===== config.mk =====
export PLATFORM = sky130hd
export DESIGN_NAME = musb_mem_arbiter
export DESIGN_NICKNAME = d
export VERILOG_FILES = /design/src/rtl/musb_mem_arbiter_pkg.sv /design/src/rtl/musb_mem_arbiter.sv
export SDC_FILE = /design/constraint.sdc
export NUM_CORES = 1
export LEC_CHECK = 0
export ABC_AREA = 1
export BUFFER_PORTS_ARGS = -buffer_cell sky130_fd_sc_hd__buf_2
export CAP_MARGIN = 30
export CELL_PAD_IN_SITES_DETAIL_PLACEMENT = 0
export CELL_PAD_IN_SITES_GLOBAL_PLACEMENT = 1
export CORE_UTILIZATION = 37
export CTS_CLUSTER_DIAMETER = 120
export CTS_CLUSTER_SIZE = 12
export DETAILED_ROUTE_END_ITERATION = 8
export GPL_ROUTABILITY_DRIVEN = 0
export PLACE_DENSITY_LB_ADDON = 0.1
export SLEW_MARGIN = 20
export SYNTH_ARGS = -nofsm -noshare
export SYNTH_HDL_FRONTEND = slang
export SYNTH_SLANG_ARGS = --single-unit

===== constraint.sdc =====
create_clock -name clk -period 2.6 [get_ports clk]
set_input_delay 0.26 -clock clk [delete_from_list [all_inputs] [get_ports clk]]
set_output_delay 0.26 -clock clk [all_outputs]
set_load 0.005 [all_outputs]

===== src/rtl/musb_mem_arbiter_pkg.sv =====
// musb_mem_arbiter_pkg: shared types and constants
// for the fetch/data memory bus arbiter.
package musb_mem_arbiter_pkg;

    typedef enum logic [1:0] {
        MEM_ARB_IDLE = 2'd0,
        MEM_ARB_IBUS = 2'd1,
        MEM_ARB_DBUS = 2'd2
    } mem_arb_state_t;

    typedef enum logic {
        GNT_I = 1'b0,
        GNT_D = 1'b1
    } mem_arb_grant_t;

    localparam int unsigned MEM_ARB_TIMEOUT_DEFAULT = 255;
    localparam logic [3:0]  MEM_ARB_SEL_WORD        = 4'hF;

endpackage


===== src/rtl/musb_mem_arbiter.sv =====
// musb_mem_arbiter: round-robin sequencer of one shared
// memory bus between fetch and load/store, with timeout.
module musb_mem_arbiter
    import musb_mem_arbiter_pkg::*;
#(
    parameter int unsigned TIMEOUT_CYCLES = MEM_ARB_TIMEOUT_DEFAULT
) (
    input  logic        clk,
    input  logic        rst_n,
    input  logic [31:0] i_addr,
    input  logic        i_enable,
    output logic [31:0] i_rdata,
    output logic        i_ready,
    output logic        i_error,
    input  logic [31:0] d_addr,
    input  logic [31:0] d_wdata,
    input  logic [3:0]  d_sel,
    input  logic        d_we,
    input  logic        d_enable,
    output logic [31:0] d_rdata,
    output logic        d_ready,
    output logic        d_error,
    output logic [31:0] m_addr,
    output logic [31:0] m_wdata,
    output logic [3:0]  m_sel,
    output logic        m_we,
    output logic        m_enable,
    input  logic [31:0] m_rdata,
    input  logic        m_ready,
    input  logic        m_error,
    output logic        imem_request_stall,
    output logic        dmem_request_stall
);

    localparam logic [7:0] TMO_LAST = 8'(TIMEOUT_CYCLES - 1);

    mem_arb_state_t state;
    mem_arb_state_t state_nxt;
    mem_arb_grant_t last_grant;
    logic [7:0]     tmo_cnt;

    logic        i_elig;
    logic        d_elig;
    logic        pick_i;
    logic        pick_d;
    logic        rsp_hit;
    logic        tmo_hit;
    logic        bus_done;
    logic        xfer_err;
    logic [31:0] xfer_rdata;

    assign imem_request_stall = i_enable & ~i_ready;
    assign dmem_request_stall = d_enable & ~d_ready;

    // Eligibility, round-robin pick and completion decode
    always_comb begin
        i_elig     = i_enable & ~i_ready;
        d_elig     = d_enable & ~d_ready;
        pick_d     = d_elig & (~i_elig | (last_grant == GNT_I));
        pick_i     = i_elig & ~pick_d;
        rsp_hit    = m_ready | m_error;
        tmo_hit    = tmo_cnt >= TMO_LAST;
        bus_done   = rsp_hit | tmo_hit;
        xfer_err   = m_error | ~rsp_hit;
        xfer_rdata = rsp_hit ? m_rdata : 32'h0;
    end

    // Next-state logic for the bus ownership FSM
    always_comb begin
        state_nxt = state;
        unique case (state)
            MEM_ARB_IDLE: begin
                unique case (1'b1)
                    pick_d:  state_nxt = MEM_ARB_DBUS;
                    pick_i:  state_nxt = MEM_ARB_IBUS;
                    default: state_nxt = MEM_ARB_IDLE;
                endcase
            end
            MEM_ARB_IBUS,
            MEM_ARB_DBUS: begin
                if (bus_done) state_nxt = MEM_ARB_IDLE;
            end
            default: state_nxt = MEM_ARB_IDLE;
        endcase
    end

    // FSM state register
    always_ff @(posedge clk or negedge rst_n) begin
        if (!rst_n) state <= MEM_ARB_IDLE;
        else        state <= state_nxt;
    end

    // Bus request latch, timeout counter and response pulses
    always_ff @(posedge clk or negedge rst_n) begin
        if (!rst_n) begin
            last_grant <= GNT_I;
            tmo_cnt    <= 8'h0;
            m_addr     <= 32'h0;
            m_wdata    <= 32'h0;
            m_sel      <= 4'h0;
            m_we       <= 1'b0;
            m_enable   <= 1'b0;
            i_rdata    <= 32'h0;
            i_ready    <= 1'b0;
            i_error    <= 1'b0;
            d_rdata    <= 32'h0;
            d_ready    <= 1'b0;
            d_error    <= 1'b0;
        end else begin
            i_ready <= 1'b0;
            i_error <= 1'b0;
            d_ready <= 1'b0;
            d_error <= 1'b0;
            if (state == MEM_ARB_IDLE) begin
                if (pick_d) begin
                    m_addr     <= d_addr;
                    m_wdata    <= d_wdata;
                    m_sel      <= d_sel;
                    m_we       <= d_we;
                    m_enable   <= 1'b1;
                    tmo_cnt    <= 8'h0;
                    last_grant <= GNT_D;
                end else if (pick_i) begin
                    m_addr     <= i_addr;
                    m_sel      <= MEM_ARB_SEL_WORD;
                    m_we       <= 1'b0;
                    m_enable   <= 1'b1;
                    tmo_cnt    <= 8'h0;
                    last_grant <= GNT_I;
                end
            end else if (bus_done) begin
                m_enable <= 1'b0;
                if (state == MEM_ARB_IBUS) begin
                    i_rdata <= xfer_rdata;
                    i_ready <= i_enable;
                    i_error <= i_enable & xfer_err;
                end else begin
                    d_rdata <= xfer_rdata;
                    d_ready <= d_enable;
                    d_error <= d_enable & xfer_err;
                end
            end else if (tmo_cnt != 8'hFF) begin
                tmo_cnt <= tmo_cnt + 8'd1;
            end
        end
    end

endmodule


==> reports/qor.csv, run 1 <==
metric;value;unit
outcome;complete, no violations;
path depth of the worst reg2reg path;7;
Final period util;77.6;%
Pwr Density;1160;nW/um^2
#FFs+latches synth;149;
worst hold-check path type;in -> reg;
placed cell area;7840;sq um
Post-synth EDFFs;0;
initial DRC count;246;
CP delay by family, top;buffers and inverters;
Die X;132;um
vias;5440;
R2R Setup Slk;0.58;ns
share of the synthesized area in the top cell type;59.5;%
WS Path Type;reg -> reg;
Die Height;132;um
DR vias/cell;4.54;
Post-route DRC;0;
Crit path top cell by count;inv_1;
Gate Count Post-Synth;694;
critical path arrival;2.32;ns
H-tree Lvls;4;
met2 Use GR;32.5;%
final core utilization;50.7;%
initial antenna violation count;1;
Initial Util;37.9;%
Finished Cell Area;8380;sq um
Final Hold Viols;0;
Slew headroom;66.2;%
Power Internal;6.13;mW
largest net degree at the start of global routing;91;
post-synth net total;837;
Clk pwr share;22.8;%
Syn. warnings;0;
WP data required;2.90;ns
CP Launch Type;register;
root buf cell;clkbuf_16;
Worst Setup EP;i_rdata[13];
Mean Syn Cell Area;9.02;sq um
unrepaired setup endpoints after global routing;false;
ant diodes;0;
hold-fix buffers at CTS;1;
total CTS buffers;17;
minimum clock period;2.02;ns
worst skew pair latency;0.42;ns
worst slew pin tran;0.506;ns
CTS tree;built;
port bufs;278;
first-pass GRT wire length;27.4;mm
commonest cells in the netlist;nand2_1 (273), dfrtp_1 (149), a21oi_1 (67), nor2_1 (49), o21ai_1 (36);
Peak VDD IR;0.000498;V
reg-to-reg startpoint;state[0];
max-cap violations;0;
setup violators final;0;
Worst Setup SP;state[0];
CTS Buffer Depth;2;
post-CTS sizing;0;
grt met3 use;6.42;%
Post-DP HPWL;12.0;mm
GR peak layer;met2;
vias in the first global route;5387;
# Post-CTS Setup Buffers;0;
Max Slew Vio Count;0;
Routed Antenna Nets;0;
Placeable Area;16500;sq um
Syn Std Cell Area;6260;sq um
final clock skew;0.00909;ns
Worst setup EP type;register;
leakage;4.45;nW
Post-Layout Cell Count;1199;
Max FO, Critical Path;28;
Most used DFF post-synth;dfrtp_1;
CP Cell Sequence;inv_1, ha_1, inv_1, nand3_2, buf_12, nand2_1, o21ai_2;
async set or reset register ratio after synthesis;100;%
nets@finish;1109;
Ports;279;
setup TNS;0;ns
GR Util All Layers;20.0;%
First-pass DRT Iterations;4;
Switching Share;37.1;%
Post-Place Cells;1166;
Sequential Power Share;39.4;%
peak per-stage delay on the critical path;0.43;ns
Clock transition at path regs;0.06;ns
Die ar.;17400;sq um
post-synthesis cell type count;26;
grt met1 use;24.7;%
CTS sink count;149;
Comb pwr share;37.9;%
WP buf/inv;3;
Synth area leaders;dfrtp_1 (60%), nand2_1 (16%), a21oi_1 (5.4%), o21ai_2 (3.1%), nor2_1 (2.9%);
grt total ovfl;0;
routed length per instance;14.1;um
Fmax;495;MHz
P_sw;3.61;mW
worst r2r dst;i_rdata[13];
Critical-path top delay cell;nand3_2;
instance count on the critical path;7;
layout cells sized above 1;36.4;%
Post-Route WL;16.9;mm
Row Count;47;
area growth from synthesis to layout;33.8;%
count leader, synth;nand2_1;
cell taking the most area after synthesis;dfrtp_1;
part of the Yosys area used for sequential elements;59.5;%
state kept, by name, summed over array words and instances, names as in the netlist:
register,cells
d_error,1
d_rdata,32
d_ready,1
i_error,1
i_rdata,32
i_ready,1
last_grant,1
m_addr,32
m_enable,1
m_sel,4
m_wdata,32
m_we,1
state,2
tmo_cnt,8
tightest hold or removal path: stages:
cell and delay [ns]:
buf_2 0.07, nand2_1 0.04, nand2_1 0.05
power by group through the flow:
| stage | clock network (mW) | registers [mW] | logic (mW) |
|---|---|---|---|
| 6_report | 2.22 | 3.83 | 3.69 |
| 5_1_grt | 2.38 | 3.97 | 4.18 |
| 4_1_cts | 2.27 | 3.84 | 3.76 |
| 3_5_place_dp | 0 | 3.85 | 3.77 |
| 3_3_place_gp | 0 | 3.85 | 3.75 |
| 2_1_floorplan | 0 | 3.95 | 2.07 |
cell families (layout without fill, tap and decap cells):
family,Yosys count,after routing,synth area share [%]
DFF,149,149,59.5
xor gates and xnor gates,3,3,0.420
adders and majority gates,4,4,0.799
and+or+nand+nor,346,346,21.5
AOI/OAI and AO/OA,139,139,12.8
buffers and inverters,53,338,4.94
metrics by stage:
stage	hold slack [ns]	total power [mW]	setup slack, ns
after global routing	0.0324	10.5	0.352
after detailed placement	0.272	7.62	0.562
after CTS	0.0249	9.88	0.539
after floorplan	-0.0356	6.02	1.04
final	0.0412	9.74	0.582
after global placement	0.278	7.60	0.663
cell type report:
class / count / area, sq um
fillers: 1619 / 8140
flip-flops and latches: 149 / 3730
multi-input cells: 492 / 2220
repair buffers: 291 / 1560
clock buffers: 20 / 457
well taps: 220 / 275
clock inverters: 12 / 80.1
inverters: 15 / 56.3
worst min-delay path by stage:
stage / cells past startpoint / endpoint / startpoint / slack [ns]
floorplan: 0 / d_error / rst_n / -0.04
global placement: 2 / d_rdata[6] / rst_n / 0.28
detailed placement: 2 / d_rdata[6] / rst_n / 0.27
CTS: 3 / m_wdata[27] / d_wdata[27] / 0.02
global route: 3 / m_wdata[3] / d_wdata[3] / 0.03
finish: 3 / m_wdata[7] / d_wdata[7] / 0.04
cell usage in the layout (no fill, tap or decap), types with 2 or more instances in the layout:
cell / count
clkinvlp_4: 5
xor2_1: 2
nor2_1: 49
clkbuf_8: 2
nand2_2: 5
ha_1: 4
clkbuf_16: 17
nor3_1: 2
inv_2: 2
o21ai_1: 36
buf_2: 277
nand3_1: 10
o21ai_2: 22
nor2_2: 5
nand2_1: 273
dfrtp_1: 149
buf_12: 5
buf_4: 7
inv_1: 13
a21oi_1: 67
o22a_1: 4
clkinv_2: 5
o21ai_0: 8
layer usage:
layer | wire length, um | share of wire [%]
met2 | 8140 | 48
met1 | 7210 | 43
met5 | 13 | 0.077
met3 | 1190 | 7.0
met4 | 385 | 2.3
Power figures use the tool's default switching activity.
==> run 2, diff against run 1 <==
Settings changed: CORE_UTILIZATION 37 to 31.
Clock period 2.6 ns to 1.85 ns, I/O delays scaled along.
==> run 2 against run 1 <==
Effect of this change:
- cell count increased by 9.5%
- non-clock buffer count is 69 higher
- clock-buffer cell count fell by 3
==> reports/qor.csv, run 2 (synthesis results as in run 1) <==
metric;value;unit;change
path depth of the worst reg2reg path;10;;was 7
Finished Cell Area;9200;sq um;was 8380 sq um
worst hold-check path type;in -> reg;;unchanged
worst slew pin tran;0.465;ns;was 0.506 ns
H-tree Lvls;4;;unchanged
Clock transition at path regs;0.07;ns;was 0.06 ns
critical path arrival;1.95;ns;was 2.32 ns
max-cap violations;0;;unchanged
Post-Layout Cell Count;1313;;was 1199
Critical-path top delay cell;dfrtp_1;;was nand3_2
Max Slew Vio Count;0;;unchanged
Die Height;144;um;was 132 um
Routed Antenna Nets;0;;unchanged
# Post-CTS Setup Buffers;0;;unchanged
Die X;144;um;was 132 um
WS Path Type;reg -> reg;;unchanged
leakage;4.79;nW;was 4.45 nW
vias in the first global route;5576;;was 5387
outcome;complete, no violations;;unchanged
total CTS buffers;17;;unchanged
Max FO, Critical Path;33;;was 28
R2R Setup Slk;0.22;ns;was 0.58 ns
Fmax;613;MHz;was 495 MHz
nets@finish;1178;;was 1109
largest net degree at the start of global routing;67;;was 91
unrepaired setup endpoints after global routing;false;;unchanged
P_sw;5.38;mW;was 3.61 mW
Post-DP HPWL;12.7;mm;was 12.0 mm
First-pass DRT Iterations;4;;unchanged
Sequential Power Share;37.7;%;was 39.4%
setup violators final;0;;unchanged
Worst setup EP type;register;;unchanged
Final Hold Viols;0;;unchanged
Power Internal;8.94;mW;was 6.13 mW
Switching Share;37.6;%;was 37.1%
grt total ovfl;0;;unchanged
layout cells sized above 1;34.7;%;was 36.4%
Post-Place Cells;1214;;was 1166
WHS Path Cells;3;;unchanged
hold wc startpoint;d_addr[19];;was d_wdata[7]
Fillers;2002;;was 1619
Final period util;88.2;%;was 77.6%
minimum clock period;1.63;ns;was 2.02 ns
Slew headroom;69.0;%;was 66.2%
CTS tree;built;;unchanged
CTS Buffer Depth;2;;unchanged
Worst Setup SP;tmo_cnt[0];;was state[0]
Post-Route WL;19.1;mm;was 16.9 mm
Placeable Area;19700;sq um;was 16500 sq um
Crit path top cell by count;nand2_1;;was inv_1
Comb pwr share;38.7;%;was 37.9%
worst r2r dst;i_rdata[23];;was i_rdata[13]
CP Cell Sequence;inv_1, ha_1, nor2_1, nor2_2, nand2_1, nand2_2, nand3_2, clkbuf_16, nand2_1, o21ai_1;;was inv_1, ha_1, inv_1, nand3_2, buf_12, nand2_1, o21ai_2
worst skew pair latency;0.42;ns;about the same
CTS sink count;149;;unchanged
initial DRC count;251;;was 246
hold path endpoint;m_addr[19];;was m_wdata[7]
area growth from synthesis to layout;47.0;%;was 33.8%
Row Count;51;;was 47
commonest non-fill, non-tap cells in the layout;buf_2 (277), nand2_1 (272), dfrtp_1 (149), a21oi_1 (67), dlygate4sd3_1 (65);;was buf_2 (277), nand2_1 (273), dfrtp_1 (149), a21oi_1 (67), nor2_1 (49)
final clock skew;0.0100;ns;was 0.00909 ns
Pwr Density;1560;nW/um^2;was 1160 nW/um^2
reg-to-reg startpoint;tmo_cnt[0];;was state[0]
port bufs;278;;unchanged
CP Launch Type;register;;unchanged
vias;5778;;was 5440
final core utilization;46.8;%;was 50.7%
root buf cell;clkbuf_16;;unchanged
initial antenna violation count;0;;was 1
DR vias/cell;4.40;;was 4.54
Die ar.;20800;sq um;was 17400 sq um
ant diodes;0;;unchanged
Post-route DRC;0;;unchanged
Initial Util;31.9;%;was 37.9%
Ports;279;;unchanged
GR Util All Layers;18.1;%;was 20.0%
first-pass GRT wire length;28.8;mm;was 27.4 mm
WP data required;2.16;ns;was 2.90 ns
peak per-stage delay on the critical path;0.42;ns;was 0.43 ns
routed length per instance;14.6;um;was 14.1 um
commonest non-fill, non-tap cell in the layout;buf_2;;unchanged
setup TNS;0;ns;unchanged
Peak VDD IR;0.000676;V;was 0.000498 V
Clk pwr share;23.6;%;was 22.8%
placed cell area;7930;sq um;was 7840 sq um
## run 2: metrics by stage
stage / power (mW) / hold slack [ns] / setup WS, ns
3_3_place_gp: 10.8 / 0.154 / 0.220
2_1_floorplan: 8.46 / -0.111 / 0.294
4_1_cts: 14.4 / 0.00212 / 0.191
3_5_place_dp: 10.8 / 0.153 / 0.203
6_report: 14.3 / 0.0187 / 0.219
5_1_grt: 15.5 / 0.00833 / 0.0306
## run 2: worst max path at each step
stage          slack [ns]  cells after the start           to
2_1_floorplan        0.29                      7  d_rdata[12]
3_3_place_gp         0.22                      9   i_rdata[2]
3_5_place_dp         0.20                     10  d_rdata[27]
4_1_cts              0.19                     10  i_rdata[18]
5_1_grt              0.03                     10   i_rdata[5]
6_report             0.22                     10  i_rdata[23]
## run 2: final cells by class
type | instances | area (sq um) | area share [%]
flip-flops and latches | 149 | 3730 | 40.5
repair buffers | 360 | 2290 | 24.8
multi-input cells | 492 | 2230 | 24.3
clock buffers | 17 | 425 | 4.62
well taps | 265 | 332 | 3.60
clock inverters | 15 | 144 | 1.56
inverters | 15 | 56.3 | 0.612
## run 2: routing by layer
layer	share of wire (%)	up-vias	global-route usage [%]
met5	0	-	0
met3	5.6	22	5.10
li1	-	2906	-
met2	50	163	30.5
met1	43	2687	21.9
met4	1.7	0	6.81
## run 2: what timing repair did
| action | 4_1_cts | 5_1_grt |
|---|---|---|
| setup endpoints to repair | 0 | 10 |
| hold buffers | 65 | 0 |
| endpoints found under the hold margin | 106 | 0 |
| gates resized for setup | 0 | 2 |
## run 2: power by group through the flow
| stage | logic (mW) | clock network [mW] | registers, mW |
|---|---|---|---|
| 2_1_floorplan | 2.91 | 0 | 5.55 |
| 3_3_place_gp | 5.39 | 0 | 5.43 |
| 3_5_place_dp | 5.42 | 0 | 5.43 |
| 4_1_cts | 5.52 | 3.48 | 5.41 |
| 5_1_grt | 6.29 | 3.61 | 5.59 |
| 6_report | 5.54 | 3.37 | 5.41 |
## run 2: critical path, delay by kind of cell (launching register included)
kind,cells,cell delay (ns)
AND/OR/NAND/NOR,6,0.54
flip-flops,1,0.42
buffers and inverters,2,0.35
adder cells (fa/ha/maj),1,0.15
AO/OA/AOI/OAI,1,0.05
